### config.mk
export PLATFORM = sky130hd
export DESIGN_NAME = memio_arbiter
export DESIGN_NICKNAME = d
export VERILOG_FILES = /design/src/rtl/memio_pkg.sv /design/src/rtl/memio_decode.sv /design/src/rtl/memio_arbiter.sv
export SDC_FILE = /design/constraint.sdc
export NUM_CORES = 1
export LEC_CHECK = 0
export ABC_AREA = 1
export ABC_CLOCK_PERIOD_IN_PS = 4000
export CAP_MARGIN = 15
export CORE_MARGIN = 2
export CORE_UTILIZATION = 47
export DETAILED_ROUTE_END_ITERATION = 8
export DONT_BUFFER_PORTS = 1
export PLACE_DENSITY = 0.74
export SLEW_MARGIN = 20
export SYNTH_ARGS = -nofsm -noshare
export SYNTH_HDL_FRONTEND = slang
export SYNTH_SLANG_ARGS = --single-unit
export TNS_END_PERCENT = 10
### constraint.sdc
create_clock -name clk -period 4 [get_ports clk]
set_clock_uncertainty 0.05 [all_clocks]
set_input_delay 0.8 -clock clk [delete_from_list [all_inputs] [get_ports clk]]
set_output_delay 0.8 -clock clk [all_outputs]
set_load 0.05 [all_outputs]
### src/rtl/memio_pkg.sv
// Shared types and constants for the device-bus arbiter: FSM states, decode
// regions, address bit positions and reset values.
package memio_pkg;

   typedef enum logic [1:0] {
      ST_IDLE,
      ST_ADDR,
      ST_WAIT,
      ST_RESP
   } state_t;

   typedef enum logic [1:0] {
      REG_BOOT,
      REG_TIMER,
      REG_SPI
   } region_t;

   // addr[11:6] != 0 selects spi; below that, addr[5] splits timer from bootrom
   localparam int DEC_LSB = 5;
   localparam int SPI_LSB = 6;

   localparam logic    PTR_RST    = 1'b0;
   localparam region_t REGION_RST = REG_BOOT;

   function automatic int max3(input int a, input int b, input int c);
      int m;
      m = (a > b) ? a : b;
      return (m > c) ? m : c;
   endfunction

endpackage

### src/rtl/memio_decode.sv
// Address-to-region decode for the device bus; fed only with the address bits
// that take part in the decode.
module memio_decode
   import memio_pkg::*;
#(
   parameter int ADDR_W = 12
) (
   input  logic [ADDR_W-1-DEC_LSB:0] dec_bits,
   output region_t                   region
);

   always_comb begin
      region = REG_BOOT;
      if (dec_bits[ADDR_W-1-DEC_LSB:SPI_LSB-DEC_LSB] != '0)
         region = REG_SPI;
      else if (dec_bits[0])
         region = REG_TIMER;
   end

endmodule

### src/rtl/memio_arbiter.sv
// Two-master round-robin arbiter for the spi / timer / bootrom device bus,
// one transaction outstanding, per-region wait states and registered read return.
//
// state   | meaning
// --------+---------------------------------------------------------------
// IDLE    | no transaction; arbitrate and latch the winner at the edge
// ADDR    | gnt and one cs_* pulse; wait counter holds the region wait
// WAIT    | slave access in progress; counter decrements to 1
// RESP    | ack to the owner; m_rdata valid for reads
module memio_arbiter
   import memio_pkg::*;
#(
   parameter int ADDR_W     = 12,
   parameter int DATA_W     = 16,
   parameter int BOOT_WAIT  = 1,
   parameter int SPI_WAIT   = 2,
   parameter int TIMER_WAIT = 0
) (
   input  logic              clk,
   input  logic              rst_n,
   input  logic              m0_req,
   input  logic              m0_rdwr,
   input  logic [ADDR_W-1:0] m0_addr,
   input  logic [DATA_W-1:0] m0_wdata,
   output logic              m0_gnt,
   output logic              m0_ack,
   input  logic              m1_req,
   input  logic              m1_rdwr,
   input  logic [ADDR_W-1:0] m1_addr,
   input  logic [DATA_W-1:0] m1_wdata,
   output logic              m1_gnt,
   output logic              m1_ack,
   output logic [DATA_W-1:0] m_rdata,
   output logic [ADDR_W-1:0] dev_addr,
   output logic [DATA_W-1:0] dev_wdata,
   output logic              dev_rdwr,
   output logic              cs_spi,
   output logic              cs_timer,
   output logic              cs_boot,
   input  logic [7:0]        spi_rdata,
   input  logic [DATA_W-1:0] boot_rdata
);

   localparam int MAX_WAIT = max3(BOOT_WAIT, SPI_WAIT, TIMER_WAIT);
   localparam int CNT_W    = (MAX_WAIT < 1) ? 1 : $clog2(MAX_WAIT + 1);

   state_t            state;
   region_t           region;
   region_t           win_region;
   logic [CNT_W-1:0]  cnt;
   logic              owner_m1;
   logic              last_m1;
   logic              win_m1;
   logic [ADDR_W-1:0] win_addr;
   logic [DATA_W-1:0] win_wdata;
   logic              win_rdwr;
   logic [DATA_W-1:0] rd_mux;
   logic              done;

   function automatic logic [CNT_W-1:0] region_wait(input region_t r);
      case (r)
         REG_SPI:   return CNT_W'(SPI_WAIT);
         REG_TIMER: return CNT_W'(TIMER_WAIT);
         default:   return CNT_W'(BOOT_WAIT);
      endcase
   endfunction

   // On a tie the master not granted last wins
   always_comb begin
      win_m1 = m1_req;
      if (m0_req && m1_req)
         win_m1 = ~last_m1;
      win_addr  = win_m1 ? m1_addr  : m0_addr;
      win_wdata = win_m1 ? m1_wdata : m0_wdata;
      win_rdwr  = win_m1 ? m1_rdwr  : m0_rdwr;
   end

   memio_decode #(.ADDR_W(ADDR_W)) u_decode (
      .dec_bits (win_addr[ADDR_W-1:DEC_LSB]),
      .region   (win_region)
   );

   always_comb begin
      case (region)
         REG_SPI:  rd_mux = DATA_W'(spi_rdata);
         REG_BOOT: rd_mux = boot_rdata;
         default:  rd_mux = '0;
      endcase
   end

   assign done = ((state == ST_ADDR) && (cnt == '0)) ||
                 ((state == ST_WAIT) && (cnt == CNT_W'(1)));

   always_ff @(posedge clk or negedge rst_n) begin
      if (!rst_n) begin
         state     <= ST_IDLE;
         region    <= REGION_RST;
         cnt       <= '0;
         owner_m1  <= 1'b0;
         last_m1   <= PTR_RST;
         dev_addr  <= '0;
         dev_wdata <= '0;
         dev_rdwr  <= 1'b0;
         m_rdata   <= '0;
         m0_gnt    <= 1'b0;
         m1_gnt    <= 1'b0;
         m0_ack    <= 1'b0;
         m1_ack    <= 1'b0;
         cs_spi    <= 1'b0;
         cs_timer  <= 1'b0;
         cs_boot   <= 1'b0;
      end else begin
         m0_gnt   <= 1'b0;
         m1_gnt   <= 1'b0;
         m0_ack   <= 1'b0;
         m1_ack   <= 1'b0;
         cs_spi   <= 1'b0;
         cs_timer <= 1'b0;
         cs_boot  <= 1'b0;
         case (state)
            ST_IDLE: begin
               if (m0_req || m1_req) begin
                  owner_m1  <= win_m1;
                  last_m1   <= win_m1;
                  dev_addr  <= win_addr;
                  dev_wdata <= win_wdata;
                  dev_rdwr  <= win_rdwr;
                  region    <= win_region;
                  cnt       <= region_wait(win_region);
                  m0_gnt    <= ~win_m1;
                  m1_gnt    <= win_m1;
                  cs_spi    <= (win_region == REG_SPI);
                  cs_timer  <= (win_region == REG_TIMER);
                  cs_boot   <= (win_region == REG_BOOT);
                  state     <= ST_ADDR;
               end
            end
            ST_ADDR: if (!done) state <= ST_WAIT;
            ST_WAIT: if (!done) cnt <= cnt - CNT_W'(1);
            ST_RESP: state <= ST_IDLE;
            default: state <= ST_IDLE;
         endcase
         if (done) begin
            state  <= ST_RESP;
            m0_ack <= ~owner_m1;
            m1_ack <= owner_m1;
            if (!dev_rdwr)
               m_rdata <= rd_mux;
         end
      end
   end

endmodule
## Yosys cells after proc, flatten, opt, wreduce, memory -nomap -nowiden

Cells that the tools add are included.

- Add/sub/neg operators: 1
- Equal/unequal tests: 10
- Muxes and demuxes: 26
- Bitwise logic cells: 3
- Reductions and logical operators: 16

Operator list:

| cell | count |
|---|---|
| 16-bit case mux with 2 select lines | 1 |
| 16-bit two-way mux | 1 |
| 1-bit two-way mux | 15 |
| 12-bit two-way mux | 1 |
| 2-bit two-way mux | 5 |
| 2-bit equality test (second input constant) | 4 |
| 2-bit logical NOT | 4 |
| 2-bit case mux with 2 select lines | 2 |
| 2-bit by 1-bit equality test with 1-bit output (second input constant) | 3 |
| 2-bit case mux with 3 select lines | 1 |
| 2-bit AND reduction | 3 |
| 6-bit nonzero test | 1 |
| 2-bit != test (second input constant) | 2 |
| 4-bit nonzero test | 1 |
| 1-bit logical AND | 3 |
| 3-bit != test (second input constant) | 1 |
| 1-bit inverter | 3 |
| 3-bit AND reduction | 1 |
| 1-bit logical OR | 2 |
| 2-bit nonzero test | 1 |
| 2-bit by 1-bit subtractor with 2-bit output (second input constant) | 1 |

- Register bits after elaboration: 59
- Bits of input ports: 86
- Output and inout bits: 52
- Logic and storage cells: 71

## Longest topological paths before layout

- Depth after elaboration: 9
- Depth in mapped cells: 10
- Depth with buffers taken out: 10

## By module

A second synthesis with hierarchy kept.

- Cells, all modules: 389
- Area, all modules: 2986.6 um^2

Modules (own cells, without submodules):

| module | times used | cells each | area each (um^2) | seq. area each (um^2) |
|---|---|---|---|---|
| memio_arbiter | 1 | 383 | 2955.3 | 1476.4 |
| memio_decode | 1 | 6 | 31.3 | 0.0 |

## Worst setup path before layout

No wires, ideal clock.

- Kind: input-to-reg
- From: input port m0_req
- To: register cnt[1]
- Setup time: 0.120 ns
- Arrival time: 1.587 ns
- Data required time: 3.830 ns
- Slack: 2.242 ns
- Stages on the path: 10
- Buffers on the path: 1
- Cells stage by stage: nand2_2 -> nand2_2 -> buf_6 -> nand2_2 -> nand2_1 -> nand2_2 -> nor2_4 -> nand2_2 -> o21ai_1 -> nand2_1

- Longest elaborated chain between the ends: 9
- Elaborated cells between the ends (all ways): 14
- Those cells by class: 3 x eq/ne; 7 x mux; 4 x reduce/logical

Ends and longest elaborated chain:

| what | line | text |
|---|---|---|
| from (decl) | memio_arbiter.sv:21 | `input logic m0_req,` |
| 1-bit logical AND | memio_arbiter.sv:71 | `if (m0_req && m1_req)` |
| 1-bit two-way mux | memio_arbiter.sv:71 |  |
| 12-bit two-way mux | memio_arbiter.sv:73 | `win_addr = win_m1 ? m1_addr : m0_addr;` |
| 6-bit nonzero test / 1-bit two-way mux (equally long branches) | memio_decode.sv:14, memio_decode.sv:16 |  |
| 2-bit two-way mux | memio_decode.sv:14 | `if (dec_bits[ADDR_W-1-DEC_LSB:SPI_LSB-DEC_LSB] != '0)` |
| 2-bit by 1-bit equality test with 1-bit output / 2-bit equality test (equally long branches) | memio_arbiter.sv:61 | `case (r)` |
| 2-bit case mux with 2 select lines | memio_arbiter.sv:61 |  |
| 2-bit two-way mux | memio_arbiter.sv:122 | `if (m0_req \|\| m1_req) begin` |
| 2-bit case mux with 2 select lines | memio_arbiter.sv:120 | `case (state)` |
| to (signal assigned) | memio_arbiter.sv:129 | `cnt <= region_wait(win_region);` |
| to (signal assigned) | memio_arbiter.sv:139 | `ST_WAIT: if (!done) cnt <= cnt - CNT_W'(1);` |
| to (decl) | memio_arbiter.sv:50 | `logic [CNT_W-1:0] cnt;` |

Several ways; a longest one is shown, not always the timed one. The select of a mux whose other input is x is not followed.
A chain may end at the register's enable or synchronous reset.

## Final worst setup path

- From: register state[1]
- To: register cnt[0]

- Longest elaborated chain between the ends: 5
- Elaborated cells between the ends (all ways): 11
- Those cells by class: 4 x eq/ne; 1 x mux; 6 x reduce/logical

Ends and longest elaborated chain:

| what | line | text |
|---|---|---|
| from (decl) | memio_arbiter.sv:47 | `state_t state;` |
| from (signal assigned) | memio_arbiter.sv:96 | `state <= ST_IDLE;` |
| from (signal assigned) | memio_arbiter.sv:135 | `state <= ST_ADDR;` |
| from (signal assigned) | memio_arbiter.sv:138 | `ST_ADDR: if (!done) state <= ST_WAIT;` |
| 2-bit by 1-bit equality test with 1-bit output / 2-bit equality test (equally long branches) | memio_arbiter.sv:91, memio_arbiter.sv:92, memio_arbiter.sv:120 |  |
| 1-bit logical AND, on equally long branches | memio_arbiter.sv:91, memio_arbiter.sv:92 |  |
| 1-bit logical OR | memio_arbiter.sv:91 | `assign done = ((state == ST_ADDR) && (cnt == '0)) \|\|` |
| 2-bit != test (no source line) | -- |  |
| 3-bit AND reduction (no source line) | -- |  |

Several ways; a longest one is shown, not always the timed one.

==> flow_summary.yaml <==
status:
  status: "finished, final reports clean"
critical_path:
  setup.worst_path.class: "flip-flop to flip-flop"
  worstSetupEndpointType: "flip-flop"
  worstPathRequired_ns: 4.20
  worst_path_dominant_cell_family: "buffers and inverters"
  r2r_cells: 9
  cp_num_buf_inv: 3
  critPathMaxStageDelay_ns: 0.46
  crit_chain: "inv_1 -> ha_1 -> inv_1 -> nor2_4 -> inv_2 -> o21ai_2 -> o21ai_2 -> and2_1 -> a21oi_1"
  timing.rr.end: "cnt[0]"
  r2r_setup_slack_ns: 1.66
  r2r-start: "state[1]"
  cp.arrival_ns: 2.54
  crit_path_start_kind: "flip-flop"
  crit_slowest_cell: "nor2_4"
  cp_max_fo: 34
floorplanning:
  dieArea_um2: 6490
  start_util_pct: 49.4
  row_count: 27
  core_area_um2: 5570
  boundaryPins: 138
  fp.dieH_um: 80.5
  die_w_um: 80.5
clocking:
  cts_root_buf: "clkbuf_8"
  clock_sinks: 59
  post_cts_buffers: 0
  cts_buffers: 9
  post_cts_resized: 0
  path_clk_slew_ns: 0.07
  clockBufferDepth: 2
  worstSkewPairLatency_ns: 0.33
  cts.htree.levels: 3
  cts_tree: "done"
  hold_buffers: 0
yosys:
  synth_edf_count: 0
  syn_area_um2: 2750
  synth_top_area_share_pct: 53.6
  synth_fp_nets: 415
  syn_avg_cell_area_um2: 8.53
  synth_compound_area_share_pct: 12.5
  synth_area_leaders: "dfrtp_1 54%, nand2_1 11%, o21ai_0 7.8%, nor2_1 4.5%, nand3_1 4.0%"
  synthMostInstantiatedCell: "nand2_1"
  synth.distinct_cells: 26
  ys_dominant_reg_cell: "dfrtp_1"
  synth-xor-area-share_pct: 0
  seq_area_frac_synth_pct: 53.6
  async_flop_share_pct: 100
  syn_inst: 323
  ys_ff_latch: 59
  ys_warn_count: 0
  yosys.area_share.adder_pct: 2.73
  synth_top_cell_by_area: "dfrtp_1"
  synth_commonest_cells: "83 x nand2_1, 59 x dfrtp_1, 43 x o21ai_0, 33 x nor2_1, 22 x nand3_1"
  yosys.area_share.simple_pct: 25.1
  synth_mux_area_share_pct: 0
  synth_top_family_by_area: "simple AND/OR/NAND/NOR gates"
global_routing:
  grt_use_total_pct: 18.7
  grt_pass1_vias: 2056
  grt_overflow: 0
  grt_pass1_wl_um: 9040
  antenna_found_initial: 0
  grt_max_degree: 60
  grt_util_met2_pct: 32.4
  use_met3_pct: 8.31
  globalRouteMet1Util_pct: 19.3
  gr-max-usage-layer: "met2"
placed_design:
  portBuffers: 0
  gp_congestion: 0.819
  place_hpwl_um: 4350
pwr:
  power_density_nw_per_um2: 1040
  ir_worst_vdd_mv: 0.517
  power.leakage_nw: 1.42
timing:
  relSlewSlack_pct: 33.1
  setup_tns_ns: 0
  fmax_mhz: 428
  fin_crit_sh_pct: 58.4
  holdWs_ns: 0.117
  final.min_clock_period_ns: 2.34
  setup_violations: 0
  finalHoldViolCount: 0
  rsz0062_at_grt: "false"
  worst_pin_slew_ns: 1.00
  drv_slew: 0
routing:
  vias: 2150
  drt_iter0_markers: 45
  avgRoutedWirePerCell_um: 14.9
  dr.pass1.iters: 6
  drc: 0
  wirelength_um: 5920
  ant_nets: 0
  via_per_inst: 5.40
layout:
  layout.nets: 413
  area_growth_pct: 7.59
  nFillCells: 522
  n_antenna_cell: 0
  post-route-util_pct: 53.2
  drive_above_1_share_pct: 10.1
run:
  maxCapViolations: 0
worst_hold_path:
  holdCritPathClass: "primary input to async pin"
## metal layers
metal | wire length, µm | part of all wire, %
met1 | 2350 | 40
met2 | 2800 | 47
met3 | 699 | 12
met4 | 69 | 1.2
met5 | 0 | 0
## state kept, by name, summed over array words and instances (netlist names), 2 cells and up
signal	cells
region	2
dev_wdata	16
state	2
m_rdata	16
cnt	2
dev_addr	12
## logic make-up after synthesis
group / Yosys count
adder cells (fa/ha/maj): 6
flip-flops: 59
buffers and inverters: 37
AND/OR/NAND/NOR: 157
AO/OA/AOI/OAI: 64
## cells in the final DEF (no fill, tap or decap)
cell type   instances
nand2_2             7
bufinv_16           1
a31oi_1            11
ha_1                6
nand4_1             1
nor2_4              4
o22ai_1             1
nand3b_1            3
clkbuf_8           10
a21oi_1             3
o21bai_1            1
nor3_2              1
inv_2               2
nor2_1             33
clkinvlp_4          1
inv_1              21
clkinv_1            1
o21ai_2             2
and2_1              1
nand3_1            22
clkinv_2            3
nor2_2              2
o21ai_0            43
dfrtp_1            59
nand2_1            83
o21ai_1             3
clkbuf_1            1
## per-stage QoR
step	area [µm²]	worst slack, ns	std cells	power (mW)
after floorplan	2750	2.24	323	2.41
after global placement	2770	1.67	382	2.55
after global routing	2960	1.43	398	3.28
final	2960	1.66	398	3.08
after detailed placement	2770	1.61	382	2.58
after CTS	2960	1.65	398	3.11
## layout make-up
| class | instances | area, µm² | area share (%) |
|---|---|---|---|
| clock inverters | 5 | 52.6 | 1.77 |
| flip-flops and latches | 59 | 1480 | 49.8 |
| multi-input cells | 227 | 1110 | 37.5 |
| inverters | 24 | 90.1 | 3.04 |
| clock buffers | 11 | 141 | 4.77 |
| well taps | 72 | 90.1 | 3.04 |
## worst reg2reg max path, stage by stage, from the launching register on
cell	delay, ns
dfrtp_1	0.40
inv_1	0.11
ha_1	0.23
inv_1	0.13
nor2_4	0.46
inv_2	0.40
o21ai_2	0.15
o21ai_2	0.09
and2_1	0.15
a21oi_1	0.11
## where the power goes
part,internal (mW),switching [mW],leakage (nW),total [mW]
clock network,0.301,0.220,0.0991,0.521
logic,0.249,0.459,0.603,0.708
registers,0.846,1.00,0.720,1.85
## worst max-delay path by stage
stage               endpoint  startpoint  cells past startpoint  slack (ns)
finish                cnt[0]    state[1]                      9        1.66
global route          cnt[1]    state[1]                     10        1.43
detailed placement    cnt[1]      m0_req                      9        1.61
floorplan             cnt[1]      m0_req                     10        2.24
CTS                   cnt[0]    state[1]                      9        1.65
global placement      cnt[1]      m0_req                      9        1.67
Power figures use the tool's default switching activity.
